==> src/rtl/mc_datapath_pkg.sv <==
// mc_datapath_pkg: shared encodings for the multicycle MIPS controller and datapath.
//   - ALUIn2Sel, PCSel and ALUop select codes
//   - opcode and funct constants
//   - ALU control codes and the ALUop/funct decode
//   - immediate sign-extension helper
package mc_datapath_pkg;

  localparam int DATA_W = 32;

  // ALU source B select
  localparam logic [1:0] SRC2_B       = 2'b00;
  localparam logic [1:0] SRC2_FOUR    = 2'b01;
  localparam logic [1:0] SRC2_IMM     = 2'b10;
  localparam logic [1:0] SRC2_IMM_SH2 = 2'b11;

  // PC source select
  localparam logic [1:0] PCSRC_ALU     = 2'b00;
  localparam logic [1:0] PCSRC_ALUOUT  = 2'b01;
  localparam logic [1:0] PCSRC_JUMP    = 2'b10;
  localparam logic [1:0] PCSRC_ALU_ALT = 2'b11;

  // ALUop from the controller
  localparam logic [1:0] ALUOP_ADD     = 2'b00;
  localparam logic [1:0] ALUOP_SUB     = 2'b01;
  localparam logic [1:0] ALUOP_FUNCT   = 2'b10;
  localparam logic [1:0] ALUOP_ADD_ALT = 2'b11;

  // Opcodes
  localparam logic [5:0] OP_RTYPE = 6'b000000;
  localparam logic [5:0] OP_LW    = 6'b100011;
  localparam logic [5:0] OP_SW    = 6'b101011;
  localparam logic [5:0] OP_BEQ   = 6'b000100;
  localparam logic [5:0] OP_J     = 6'b000010;
  localparam logic [5:0] OP_ADDI  = 6'b001000;

  // R-type funct field
  localparam logic [5:0] FN_ADD = 6'b100000;
  localparam logic [5:0] FN_SUB = 6'b100010;
  localparam logic [5:0] FN_AND = 6'b100100;
  localparam logic [5:0] FN_OR  = 6'b100101;
  localparam logic [5:0] FN_SLT = 6'b101010;

  // ALU control codes
  typedef enum logic [2:0] {
    ALU_ADD  = 3'd0,
    ALU_SUB  = 3'd1,
    ALU_AND  = 3'd2,
    ALU_OR   = 3'd3,
    ALU_SLT  = 3'd4,
    ALU_ZERO = 3'd5
  } alu_ctl_t;

  // Unknown/X selects fall into the default arms, which give code 0 behaviour.
  function automatic alu_ctl_t alu_decode(input logic [1:0] aluop, input logic [5:0] fn);
    alu_ctl_t ctl;
    case (aluop)
      ALUOP_SUB: ctl = ALU_SUB;
      ALUOP_FUNCT: begin
        case (fn)
          FN_ADD:  ctl = ALU_ADD;
          FN_SUB:  ctl = ALU_SUB;
          FN_AND:  ctl = ALU_AND;
          FN_OR:   ctl = ALU_OR;
          FN_SLT:  ctl = ALU_SLT;
          default: ctl = ALU_ZERO;
        endcase
      end
      default: ctl = ALU_ADD;
    endcase
    return ctl;
  endfunction

  function automatic logic [DATA_W-1:0] sext16(input logic [15:0] imm);
    return {{16{imm[15]}}, imm};
  endfunction

endpackage

==> src/rtl/mc_regfile.sv <==
// mc_regfile: 32 x 32-bit register file, two asynchronous read ports and one
// synchronous write port. Register $0 always reads zero and ignores writes.
// A read of the register being written in the same cycle returns the old value.
// Ports:
//   CLK        clock
//   rst        synchronous active-high reset, clears every entry
//   ra1, ra2   read addresses;  rd1, rd2 read data
//   we, wa, wd write enable, write address, write data
module mc_regfile
  import mc_datapath_pkg::*;
(
  input  logic              CLK,
  input  logic              rst,
  input  logic [4:0]        ra1,
  input  logic [4:0]        ra2,
  output logic [DATA_W-1:0] rd1,
  output logic [DATA_W-1:0] rd2,
  input  logic              we,
  input  logic [4:0]        wa,
  input  logic [DATA_W-1:0] wd
);

  logic [DATA_W-1:0] regs [32];

  always_ff @(posedge CLK) begin
    if (rst) begin
      for (int i = 0; i < 32; i++) begin
        regs[i] <= '0;
      end
    end else if (we && (wa != 5'd0)) begin
      regs[wa] <= wd;
    end
  end

  assign rd1 = (ra1 == 5'd0) ? '0 : regs[ra1];
  assign rd2 = (ra2 == 5'd0) ? '0 : regs[ra2];

endmodule

==> src/rtl/mc_datapath.sv <==
// mc_datapath: multicycle MIPS datapath driven by the main controller's control word.
// Holds PC, IR, DR, A, B, ALUOut, the register file and the ALU with its decode,
// and returns op/funct/zero to the controller. Drives one unified memory port
// (combinational read, synchronous write inside the memory).
// Ports:
//   CLK, rst                 clock, synchronous active-high reset
//   IDSel                    memory address: 0=PC, 1=ALUOut
//   MWE                      memory write request (mem_we = MWE & ~rst)
//   IRWE                     IR load from mem_rdata
//   RFDSel                   RF destination: 0=rt, 1=rd
//   MtoRFSel                 RF write data: 0=ALUOut, 1=DR
//   RFWE                     RF write enable
//   ALUIn1Sel                ALU A: 0=PC, 1=A
//   ALUIn2Sel                ALU B: B / 4 / sext(imm) / sext(imm)<<2
//   ALUop                    add / sub / funct decode / add
//   PCSel                    PC source: ALU / ALUOut / jump target / ALU
//   Branch, PCWE             conditional (on zero) and unconditional PC write
//   mem_rdata                memory read data
//   mem_addr, mem_wdata, mem_we  memory port
//   op, funct, zero          status back to the controller
//   pc                       current PC
module mc_datapath
  import mc_datapath_pkg::*;
#(
  parameter logic [31:0] RESET_PC = 32'h0000_0000
) (
  input  logic        CLK,
  input  logic        rst,
  input  logic        IDSel,
  input  logic        MWE,
  input  logic        IRWE,
  input  logic        RFDSel,
  input  logic        MtoRFSel,
  input  logic        RFWE,
  input  logic        ALUIn1Sel,
  input  logic [1:0]  ALUIn2Sel,
  input  logic [1:0]  ALUop,
  input  logic [1:0]  PCSel,
  input  logic        Branch,
  input  logic        PCWE,
  input  logic [31:0] mem_rdata,
  output logic [31:0] mem_addr,
  output logic [31:0] mem_wdata,
  output logic        mem_we,
  output logic [5:0]  op,
  output logic [5:0]  funct,
  output logic        zero,
  output logic [31:0] pc
);

  // ALU: 32-bit wrap-around; slt compares as signed two's complement.
  function automatic logic [DATA_W-1:0] alu_compute(input alu_ctl_t ctl,
                                                    input logic [DATA_W-1:0] x,
                                                    input logic [DATA_W-1:0] y);
    logic signed [DATA_W-1:0] sx;
    logic signed [DATA_W-1:0] sy;
    logic [DATA_W-1:0]        r;
    sx = x;
    sy = y;
    case (ctl)
      ALU_ADD: r = x + y;
      ALU_SUB: r = x - y;
      ALU_AND: r = x & y;
      ALU_OR:  r = x | y;
      ALU_SLT: r = (sx < sy) ? 32'd1 : 32'd0;
      default: r = '0;
    endcase
    return r;
  endfunction

  logic [DATA_W-1:0] pc_p0;
  logic [DATA_W-1:0] ir_p0;
  logic [DATA_W-1:0] dr_p1;
  logic [DATA_W-1:0] a_p1;
  logic [DATA_W-1:0] b_p1;
  logic [DATA_W-1:0] aluout_p2;

  logic [4:0]        rs;
  logic [4:0]        rt;
  logic [4:0]        rd;
  logic [15:0]       imm;
  logic [DATA_W-1:0] imm_sx;

  logic [DATA_W-1:0] rf_rd1;
  logic [DATA_W-1:0] rf_rd2;
  logic [4:0]        rf_wa;
  logic [DATA_W-1:0] rf_wd;

  logic [DATA_W-1:0] alu_a;
  logic [DATA_W-1:0] alu_b;
  alu_ctl_t          alu_ctl;
  logic [DATA_W-1:0] alu_y;
  logic [DATA_W-1:0] pc_next;
  logic              pc_we;

  assign rs     = ir_p0[25:21];
  assign rt     = ir_p0[20:16];
  assign rd     = ir_p0[15:11];
  assign imm    = ir_p0[15:0];
  assign imm_sx = sext16(imm);

  mc_regfile u_regfile (
    .CLK (CLK),
    .rst (rst),
    .ra1 (rs),
    .ra2 (rt),
    .rd1 (rf_rd1),
    .rd2 (rf_rd2),
    .we  (RFWE),
    .wa  (rf_wa),
    .wd  (rf_wd)
  );

  // Select muxes use case statements so an X select lands on the code-0 arm.
  always_comb begin
    rf_wa = rt;
    case (RFDSel)
      1'b1:    rf_wa = rd;
      default: rf_wa = rt;
    endcase

    rf_wd = aluout_p2;
    case (MtoRFSel)
      1'b1:    rf_wd = dr_p1;
      default: rf_wd = aluout_p2;
    endcase

    alu_a = pc_p0;
    case (ALUIn1Sel)
      1'b1:    alu_a = a_p1;
      default: alu_a = pc_p0;
    endcase

    alu_b = b_p1;
    case (ALUIn2Sel)
      SRC2_FOUR:    alu_b = 32'd4;
      SRC2_IMM:     alu_b = imm_sx;
      SRC2_IMM_SH2: alu_b = {imm_sx[DATA_W-3:0], 2'b00};
      default:      alu_b = b_p1;
    endcase

    mem_addr = pc_p0;
    case (IDSel)
      1'b1:    mem_addr = aluout_p2;
      default: mem_addr = pc_p0;
    endcase
  end

  assign alu_ctl = alu_decode(ALUop, ir_p0[5:0]);
  assign alu_y   = alu_compute(alu_ctl, alu_a, alu_b);
  assign zero    = (alu_y == '0);

  // Jump target uses the IR currently held, not one being loaded this cycle.
  always_comb begin
    pc_next = alu_y;
    case (PCSel)
      PCSRC_ALUOUT: pc_next = aluout_p2;
      PCSRC_JUMP:   pc_next = {pc_p0[31:28], ir_p0[25:0], 2'b00};
      default:      pc_next = alu_y;
    endcase
  end

  assign pc_we = PCWE | (Branch & zero);

  // Architectural state: PC and IR
  always_ff @(posedge CLK) begin
    if (rst) begin
      pc_p0 <= RESET_PC;
      ir_p0 <= '0;
    end else begin
      if (pc_we) pc_p0 <= pc_next;
      if (IRWE)  ir_p0 <= mem_rdata;
    end
  end

  // Operand stage: DR, A, B load every cycle
  always_ff @(posedge CLK) begin
    if (rst) begin
      dr_p1 <= '0;
      a_p1  <= '0;
      b_p1  <= '0;
    end else begin
      dr_p1 <= mem_rdata;
      a_p1  <= rf_rd1;
      b_p1  <= rf_rd2;
    end
  end

  // Result stage: ALUOut loads every cycle
  always_ff @(posedge CLK) begin
    if (rst) begin
      aluout_p2 <= '0;
    end else begin
      aluout_p2 <= alu_y;
    end
  end

  assign mem_wdata = b_p1;
  assign mem_we    = MWE & ~rst;
  assign op        = ir_p0[31:26];
  assign funct     = ir_p0[5:0];
  assign pc        = pc_p0;

endmodule
==> config.mk <==
export PLATFORM = sky130hd
export DESIGN_NAME = mc_datapath
export DESIGN_NICKNAME = d
export VERILOG_FILES = /design/src/rtl/mc_datapath_pkg.sv /design/src/rtl/mc_regfile.sv /design/src/rtl/mc_datapath.sv
export SDC_FILE = /design/constraint.sdc
export NUM_CORES = 2
export LEC_CHECK = 0
export ABC_CLOCK_PERIOD_IN_PS = 14800
export CORE_ASPECT_RATIO = 1.2
export CORE_MARGIN = 5
export CORE_UTILIZATION = 32
export DETAILED_ROUTE_END_ITERATION = 8
export PLACE_DENSITY_LB_ADDON = 0.05
export SKIP_LAST_GASP = 1
export SLEW_MARGIN = 20
export SYNTH_ARGS = -nofsm -noshare
export SYNTH_HDL_FRONTEND = slang
export SYNTH_HIERARCHICAL = 1
export SYNTH_SLANG_ARGS = --single-unit
==> constraint.sdc <==
create_clock -name CLK -period 14.8 [get_ports CLK]
set_clock_uncertainty 0.2 [all_clocks]
set_input_delay 4.44 -clock CLK [delete_from_list [all_inputs] [get_ports CLK]]
set_output_delay 4.44 -clock CLK [all_outputs]
set_load 0.05 [all_outputs]
==> metrics.md <==
| Metric | Value |
|---|---|
| Status | `complete, no violations` |
| DIE HEIGHT | `roughly 520 um` |
| Clk Latency, worst-skew pair | `roughly 0.82 ns` |
| RSZ-0062 raised after global routing | `false` |
| Standby leakage power | `between 0.02 and 0.03 uW` |
| Final worst slack | `around 0.15 ns` |
| NumNets Final | `roughly 5,300` |
| Via total after detailed routing | `approximately 46,000` |
| Depth of the CTS H-tree | `4` |
| Antenna violation net count after detailed routing | `0` |
| Fillers | `a little over 20,000` |
| Library cell with the largest summed area after synthesis | `edfxtp_1` |
| Max-Cap Viols | `0` |
| Upper clock frequency limit | `68.3 MHz` |
| Slew Viols, Final | `0` |
| Number of warnings reported in the yosys synthesis log | `6` |
| Setup slack after placement | `roughly 0.40 ns` |
| Normalized max-slew margin | `between 10% and 20%` |
| Most frequently used flop master after synthesis | `edfxtp_1` |
| Final cycle utilization of the critical path | `99.0%` |
| Total wirelength of the detailed-routed design | `a little under 300,000 um` |
| Data required time of the critical path | `~10 ns` |
| Number of instances in the synthesized netlist | `around 5,200` |
| Path category of the worst min-delay check | `flip-flop to flip-flop` |
| Number of DRC violations after detailed-routing iteration 0 | `roughly 4,700` |
| Number of synthesized flops with an enable pin | `1,024` |
| Starting density of the core | `about a third` |
| Number of sinks handled by clock tree synthesis | `1,216` |
| Die width | `between 400 and 500 um` |
| TritonCTS clock tree | `done` |
| Flip-flop and latch count after synthesis | `1,216` |
| Overall global routing resource usage | `a little over a quarter` |
| Type of destination of the critical path | `primary output` |
| Core area | `0.212 mm^2` |
| Async set-reset flop share out of synthesis | `0%` |
| CP Max Fanout | `13` |
| Total negative slack | `0 ns` |
| Cell at the slowest stage of the critical path | `o21ai_0` |
| I/O pin total | `around 160` |
| Hold Buf Count CTS | `0` |
| Category of the critical setup timing path | `primary input to primary output` |
| Most area-consuming cells after synthesis | `edfxtp_1 (45%), mux4_2 (16%), and2_1 (9.3%)` |
| Kind of start point of the critical path | `primary input` |
| Remaining DRCs | `0` |
| Routed len/inst | `roughly 37 um` |
| Number of failing setup endpoints in the final timing report | `0` |
| Top Family by Delay on Critical Path | `simple AND/OR/NAND/NOR gates` |
| Total global routing overflow | `0` |
| CTS root buffer | `clkbuf_16` |
| Per-cell via count in the routed design | `roughly 5.7` |
| CTS Buf Count | `144` |
| Worst IR Drop VDD | `just under 0.09 mV` |
| Portion of total power attributed to combinational logic | `about 18%` |
| Transition time at the pin with the least slew margin | `1.23 ns` |
| Buffers added on ports | `158` |
| Number of instances resized during post-cts repair | `0` |
| Largest net degree at the start of global routing | `between 90 and 100` |
| Worst EP arrival | `10.01 ns` |
| Switching pwr | `between 2000 and 3000 uW` |
| Clk pin slew, worst setup/hold paths | `roughly 0.060 ns` |
| Minimum clock period after layout | `between 10 and 15 ns` |
| Number of unique standard cell types used by synthesis | `100` |
| Power Internal | `6400 uW` |
| Sequence of cells on the critical path | `clkdlybuf4s50_1 -> buf_4 -> mux2i_1 -> o21ai_0 -> ha_1 -> buf_4 -> nand4_1 -> or3_1 -> a31oi_1 -> o31ai_1 -> nor3_1 -> and3b_1 -> a32oi_1 -> nand3_1 -> nor3_1 -> and3_1 -> buf_12` |
| Synth top area share | `between 40% and 50%` |
| Detail Placement HPWL | `188,000 um` |
| Fraction of final layout cells with drive strength greater than 1 | `roughly a fifth` |
| Initial antenna violation count | `33` |
| Sequential-to-total area share from yosys stat | `between 50% and 60%` |
| Clock power share | `a little under two fifths` |
| Total iterations of the first detailed-routing run | `6` |
| Buffering stage count on the worst path with inverters included | `4` |
| Vias in the first global route | `46,800` |
| Post-Syn Area | `a little under 0.07 mm^2` |
| Number of buffers inserted by post-CTS setup repair | `0` |
| Power density cells | `between 100 and 150 mW/mm^2` |
| Switching power as a share of total power | `around 30%` |
| Routability congestion estimate from global placement | `0.900` |
| Number of hold-slack violations in the final timing report | `0` |
| Relative area change from synthesis to final layout | `13.4%` |
| Sequential fraction of design power | `a little over two fifths` |
| Row count | `185` |
| Mean Syn Cell Area | `around 13 um^2` |
| Maximum buffer depth of the clock tree | `3` |
| Floorplan die area | `roughly 0.22 mm^2` |
| Multi-input logic area | `~0.031 mm^2` |
| Largest stage delay on the critical path | `0.80 ns` |
| Register area | `around 0.035 mm^2` |
| Global-route wire length before repair | `between 400,000 and 500,000 um` |
==> final timing paths <==
| check | startpoint | end | slack, ns | cells past startpoint |
|---|---|---|---|---|
| hold / removal | ir_p0[30]$_SDFFE_PP0P_ | ir_p0[30]$_SDFFE_PP0P_ | 0.30 | 2 |
| setup reg to reg | mem_wdata[9]$_SDFF_PP0_ | pc[18]$_SDFFE_PP0P_ | 8.40 | 15 |
| hold reg to reg | ir_p0[30]$_SDFFE_PP0P_ | ir_p0[30]$_SDFFE_PP0P_ | 0.30 | 2 |
| setup / recovery | ALUIn2Sel[1] | zero | 0.15 | 17 |
==> synth_stat cells, drive strengths merged, types with 10 or more instances <==
cell type	number
edfxtp	1024
and2	1012
mux4	472
clkbuf	344
mux2i	232
dfxtp	192
nor2	184
buf	167
mux2	133
nand2	132
nor2b	126
a21oi	122
ha	110
inv	106
o22ai	104
nor3	75
o21ai	72
a2111oi	60
a22o	54
or2	41
a221oi	37
a211oi	33
a21o	27
nand3	24
a22oi	22
o31ai	22
o211ai	21
nor4	19
nand2b	15
nand4	15
a31oi	14
xnor2	12
a221o	11
and3	11
o21bai	10
==> power by group through the flow <==
stage	clock network (uW)	registers [uW]	logic, uW
floorplan	0	4040	982
global placement	0	4100	1670
detailed placement	0	4100	1660
CTS	3590	4020	1670
global route	3720	4030	1750
finish	3510	4020	1670
==> sequential cells by signal, summed over array words and instances, names as in the netlist <==
signal	flops
u_regfile/regs	1024
ir_p0	32
dr_p1	32
aluout_p2	32
mem_wdata	32
a_p1	32
pc	32
==> routing by layer <==
| layer | global-route usage [%] | share of wire (%) | up-vias |
|---|---|---|---|
| met5 | 0 | 0.0044 | - |
| met4 | 9.84 | 4.2 | 2 |
| met3 | 3.28 | 5.4 | 426 |
| met2 | 45.1 | 49 | 1768 |
| met1 | 33.7 | 41 | 24500 |
| li1 | - | - | 19500 |
==> metrics by stage <==
stage / utilization, % / hold WS [ns] / instances / area (um^2) / power, uW
CTS: 36.4 / 0.307 / 8088 / 77200 / 9280
floorplan: - / 0.262 / 5210 / 68300 / 5020
finish: 36.5 / 0.298 / 8112 / 77300 / 9200
detailed placement: 34.3 / 0.289 / 7826 / 72600 / 5760
global route: 36.5 / 0.325 / 8099 / 77200 / 9500
global placement: 34.3 / 0.275 / 7826 / 72600 / 5760
==> cell usage in the layout, fill, tap and decap left out, drive strengths merged, types with 110 or more instances in the layout <==
cell           netlist  layout
inv                106     112
dfxtp              192     192
mux2i              232     232
a21oi              122     122
and2              1012    1012
ha                 110     110
edfxtp            1024    1024
nor2b              126     126
clkdlybuf4s50        0     152
clkbuf             344     203
mux4               472     472
nor2               184     184
mux2               133     133
buf                167     170
nand2              132     132
==> worst register-to-register path: stages (launching register included) <==
cell and delay (ns):
dfxtp_1 0.52, mux2i_1 0.13, o21ai_0 0.79, ha_1 0.49, clkinv_1 0.21, a21oi_1 0.25
o31ai_1 0.14, o21ai_1 0.64, a211oi_1 0.28, or2_2 0.37, or3_1 0.35, a31oi_1 0.33
nor3_1 0.18, a41oi_4 0.54, buf_4 0.53, mux2i_1 0.33
==> cells by family after synthesis <==
logic type               count (synthesis)  share of synthesized area [%]
AND/OR/NAND/NOR                       1704                           14.5
other                                    1                        0.00550
adder cells (fa/ha/maj)                112                           2.08
multiplexers                           837                           21.2
flip-flops                            1216                           50.8
XOR/XNOR                                12                          0.154
buffers and inverters                  618                           4.10
AO/OA/AOI/OAI                          679                           7.18
==> area by class of cell <==
class	count	area share, %
flip-flops and latches	1216	44.8
clock inverters	59	0.753
repair buffers	322	3.68
multi-input cells	3376	40.5
clock buffers	203	5.11
inverters	107	0.520
well taps	2805	4.54
diodes	24	0.0777
Power figures use the tool's default switching activity.
